==> src/rtl/down_timer_pkg.sv <==
// down_timer_pkg -- shared definitions for the down_timer block.
// Contents: state_e, the timer FSM state encoding (IDLE, RUN, DONE).
package down_timer_pkg;

   typedef enum logic [1:0] {
      StIdle = 2'd0,
      StRun  = 2'd1,
      StDone = 2'd2
   } state_e;

endpackage

==> src/rtl/sat_sub.sv <==
// sat_sub -- combinational saturating subtractor.
// Ports:
//   a : minuend
//   b : subtrahend
//   y : a - b when a > b, otherwise 0 (never wraps below zero)
module sat_sub #(
   parameter int unsigned WIDTH = 8
) (
   input  logic [WIDTH-1:0] a,
   input  logic [WIDTH-1:0] b,
   output logic [WIDTH-1:0] y
);

   always_comb begin
      y = (a > b) ? (a - b) : '0;
   end

endmodule

==> src/rtl/down_timer.sv <==
// down_timer -- loadable down-counter with saturating step and one-cycle expiry pulse.
// Ports:
//   clk         : clock, all state updates on the rising edge
//   rst         : synchronous active-high reset
//   start       : load load_val and begin counting (accepted in IDLE or DONE only)
//   load_val    : start value, latched for auto-reload
//   decr        : step subtracted on each enabled RUN cycle
//   en          : count enable while in RUN
//   abort       : return to IDLE with count cleared; wins over start
//   auto_reload : only present when DOWN_TIMER_AUTO_RELOAD_EN is defined
//   count       : current timer value
//   busy        : high while in RUN
//   done        : registered one-cycle expiry pulse
// Build option: define DOWN_TIMER_AUTO_RELOAD_EN to add auto_reload; otherwise the
// timer behaves as if auto_reload were tied low.
module down_timer #(
   parameter int unsigned WIDTH = 8
) (
   input  logic             clk,
   input  logic             rst,
   input  logic             start,
   input  logic [WIDTH-1:0] load_val,
   input  logic [WIDTH-1:0] decr,
   input  logic             en,
   input  logic             abort,
`ifdef DOWN_TIMER_AUTO_RELOAD_EN
   input  logic             auto_reload,
`endif
   output logic [WIDTH-1:0] count,
   output logic             busy,
   output logic             done
);

   import down_timer_pkg::*;

   state_e           state_q, state_d;
   logic [WIDTH-1:0] count_q, count_d;
   logic [WIDTH-1:0] reload_q, reload_d;
   logic             done_q, done_d;
   logic [WIDTH-1:0] dec_y;
   logic             ar;

`ifdef DOWN_TIMER_AUTO_RELOAD_EN
   assign ar = auto_reload;
`else
   assign ar = 1'b0;
`endif

   sat_sub #(
      .WIDTH(WIDTH)
   ) u_sat_sub (
      .a(count_q),
      .b(decr),
      .y(dec_y)
   );

   always_comb begin
      state_d  = state_q;
      count_d  = count_q;
      reload_d = reload_q;
      done_d   = 1'b0;
      if (abort) begin
         state_d = StIdle;
         count_d = '0;
      end else begin
         case (state_q)
            StIdle, StDone: begin
               if (start) begin
                  if (load_val != '0) begin
                     count_d  = load_val;
                     reload_d = load_val;
                     state_d  = StRun;
                  end else begin
                     count_d = '0;
                     state_d = StDone;
                     done_d  = 1'b1;
                  end
               end else if (state_q == StDone) begin
                  state_d = StIdle;
               end
            end
            StRun: begin
               // Zero count while in RUN only happens right after an auto-reload
               // expiry: the zero is shown for one cycle, then the latched value returns.
               if (count_q == '0) begin
                  count_d = reload_q;
               end else if (en) begin
                  count_d = dec_y;
                  if (dec_y == '0) begin
                     done_d = 1'b1;
                     if (!ar) begin
                        state_d = StDone;
                     end
                  end
               end
            end
            default: begin
               state_d = StIdle;
               count_d = '0;
            end
         endcase
      end
   end

   always_ff @(posedge clk) begin
      if (rst) begin
         state_q  <= StIdle;
         count_q  <= '0;
         reload_q <= '0;
         done_q   <= 1'b0;
      end else begin
         state_q  <= state_d;
         count_q  <= count_d;
         reload_q <= reload_d;
         done_q   <= done_d;
      end
   end

   assign count = count_q;
   assign busy  = (state_q == StRun);
   assign done  = done_q;

endmodule

==> config.mk <==
export PLATFORM = sky130hd
export DESIGN_NAME = down_timer
export DESIGN_NICKNAME = d
export VERILOG_FILES = /design/src/rtl/down_timer_pkg.sv /design/src/rtl/sat_sub.sv /design/src/rtl/down_timer.sv
export SDC_FILE = /design/constraint.sdc
export NUM_CORES = 1
export LEC_CHECK = 0
export CORE_AREA = 2 2 66 55
export DETAILED_ROUTE_END_ITERATION = 7
export DIE_AREA = 0 0 68 57
export PLACE_DENSITY = 0.72
export SLEW_MARGIN = 20
export SYNTH_ARGS = -nofsm -noshare
export SYNTH_HDL_FRONTEND = slang
export SYNTH_SLANG_ARGS = --single-unit
export TNS_END_PERCENT = 20
==> constraint.sdc <==
create_clock -name clk -period 2.4 [get_ports clk]
set_clock_uncertainty 0.1 [all_clocks]
set_input_delay 0.72 -clock clk [delete_from_list [all_inputs] [get_ports clk]]
set_output_delay 0.72 -clock clk [all_outputs]
set_load 0.005 [all_outputs]
==> reports/results.ini <==
[setup_path]
rr_endpoint=state_q[0]$_SDFFE_PP0P_
setup.worst_path.end_class=flop
r2r_cells=9
cp_max_fo=3
r2r-start=count[0]$_SDFFE_PP0P_
critPathLaunchType=input port
r2r_slack_ns=0.04
path_class=in2reg
cp.required_ns=2.45
cp.arrival_ns=2.46

[clock_network]
root_buffer=clkbuf_8
h-tree-depth=1
cts_buffers=3
clockBufferDepth=2
holdBufCountCts=0
clock-sinks=19
clk_pin_slew_ns=0.07
clock_latency_ns=0.26
cts_tree=yes

[grt]
grt_max_degree=14
antenna_found_initial=0
grt_pass1_vias=1524
gr-total-overflow=0
grt.total_usage=0.247
grt_pass1_wl_um=7290

[worst_hold_path]
worstHoldPathCells=2
worstHoldEndpoint=reload_q[7]$_SDFFE_PP0P_
worstHoldStart=reload_q[7]$_SDFFE_PP0P_
hold_path.class=reg2reg

[synth]
synthTopCellsByArea=dfxtp_1 (27%), ha_1 (7.0%), mux2i_1 (5.6%)
synth-edff-count=0
synth_nets=199
synth_seq_cells=19
synth_area_um2=1430
ys_seq_area_frac=0.266
syn_inst=169
synth_area_leader_cell=dfxtp_1
synth-main-ff-cell=dfxtp_1
synth-async-reset-ratio=0
syn_avg_cell_area_um2=8.47
synth_cell_types=48
ys_warn_count=0
synth_top_area_share=0.266

[drt]
routed-via-count=1529
ant_nets=0
dr.pass1.iters=4
vias_per_cell=5.52
drtIter0Drc=75
avgRoutedWirePerCell_um=15.6
wl_um=4330
route.detailed.drc=0

[run]
drv_cap=0

[placement]
portBuffers=30
gp_congestion=0.848
place_ws_ns=-0.600
dpl.hpwl_um=3270

[layout]
drive_gt1_frac=0.383
fill_cells=236
fin_nets=266
area_growth_pct=58.0
n_antenna_cell=0

[floorplanning]
dieHeight_um=57
die_area_um2=3880
rows=19
core_um2=3280
io-pin-count=31
initial_core_util=0.436
die_w_um=68

[run_status]
violations=negative setup slack
status=finished with violations

[power]
power_density_nw_per_um2=428
peakVddDrop_v=0.000326
p_leak_nw=0.904

[sta]
period_needed_ns=2.42
max_freq_ghz=0.413
post-route-period-util=1.01
slew_viol_final=0
setup_viol=1
max_slew.worst_pin.slew_ns=0.535
relSlewSlack=0.643
setup_ws_ns=-0.0187
rsz0062_at_grt=yes
hold_viol=0
hold_slack_ns=0.396

synth_stat cells, types with 3 or more instances:
cell type	n
nand2_1	13
ha_1	8
dfxtp_1	19
a21oi_1	5
nor2_1	15
o21ai_0	8
nor4_1	3
nand2b_1	3
a21oi_2	8
o21ai_1	5
xor2_1	3
inv_1	17
mux2i_1	8
o221a_1	6
a31oi_1	3
nor2b_1	4
clkbuf_1	3
layer usage:
metal  global-route usage  up-vias  share of wire
met5                    0        -              0
met4               0.0714        0          0.019
met3               0.0454       12          0.063
met2                0.394       56           0.47
met1                0.340      713           0.44
li1                     -      748              -
how the worst max path moves through the flow:
| stage | startpoint | to | slack (ns) | cells past startpoint |
|---|---|---|---|---|
| finish | decr[0] | state_q[0]$_SDFFE_PP0P_ | -0.02 | 9 |
| global route | decr[0] | state_q[0]$_SDFFE_PP0P_ | -0.04 | 9 |
| CTS | decr[0] | state_q[1]$_SDFFE_PP0P_ | 0.01 | 9 |
| detailed placement | decr[0] | done$_SDFF_PP0_ | -0.60 | 9 |
| global placement | decr[0] | done$_SDFF_PP0_ | -0.54 | 9 |
| floorplan | decr[0] | done$_SDFF_PP0_ | 0.02 | 8 |
layout make-up:
cell class / instances / area (µm²) / share of cell area
Clock buffer: 3 / 41.3 / 0.0183
Timing Repair Buffer: 67 / 583 / 0.258
Sequential cell: 19 / 380 / 0.168
Inverter: 17 / 63.8 / 0.0282
Clock inverter: 1 / 7.51 / 0.00332
Multi-Input combinational cell: 128 / 1130 / 0.501
Tap cell: 42 / 52.6 / 0.0232
cell usage in the layout (no fill, tap or decap), types with 4 or more instances in the layout:
master	Yosys	layout
inv_1	17	11
dlygate4sd2_1	0	7
inv_2	0	6
clkdlybuf4s50_1	0	22
a21oi_2	8	9
buf_6	0	5
nand2_1	13	12
o221a_1	6	6
nor2b_1	4	4
buf_4	1	32
nor2_1	15	15
ha_4	0	7
a21oi_1	5	4
mux2i_1	8	8
dfxtp_1	19	19
o21ai_0	8	7
what timing repair did:
action | CTS | global route
setup endpoints to repair | 11 | 3
pin swaps | 25 | 5
resized for setup | 42 | 4
setup buffers | 5 | 0
cells by family after synthesis:
logic type	synth area share
AO/OA/AOI/OAI	0.281
XOR/XNOR	0.0245
adder cells (fa/ha/maj)	0.0839
buffers and inverters	0.0612
flip-flops	0.266
multiplexers	0.0559
AND/OR/NAND/NOR	0.227
per-stage QoR:
stage	power (mW)	setup TNS (ns)	instance area, µm²	util	std cells
6_report	0.968	-0.0187	2260	0.690	277
5_1_grt	1.02	-0.0702	2260	0.690	277
4_1_cts	0.950	0	2240	0.683	277
3_5_place_dp	0.675	-6.04	2030	0.617	268
3_3_place_gp	0.668	-5.35	2030	0.617	268
2_1_floorplan	0.520	0	1460	-	169
sequential cells by signal, indices dropped and copies added (netlist names):
register	cells
count	8
reload_q	8
state_q	2
done	1
worst max-delay path, stage by stage:
cell	delay, ns
buf_2	0.11
ha_4	0.16
fa_2	0.36
nand2b_4	0.17
a21oi_4	0.17
xor2_1	0.14
buf_4	0.16
nor4_2	0.36
a21oi_2	0.11
power breakdown:
group | internal (mW) | total (mW) | switching, mW
Combinational | 0.207 | 0.389 | 0.183
Clock | 0.117 | 0.233 | 0.116
Sequential | 0.329 | 0.345 | 0.0157
No activity file was read; power rests on OpenSTA's default activity.
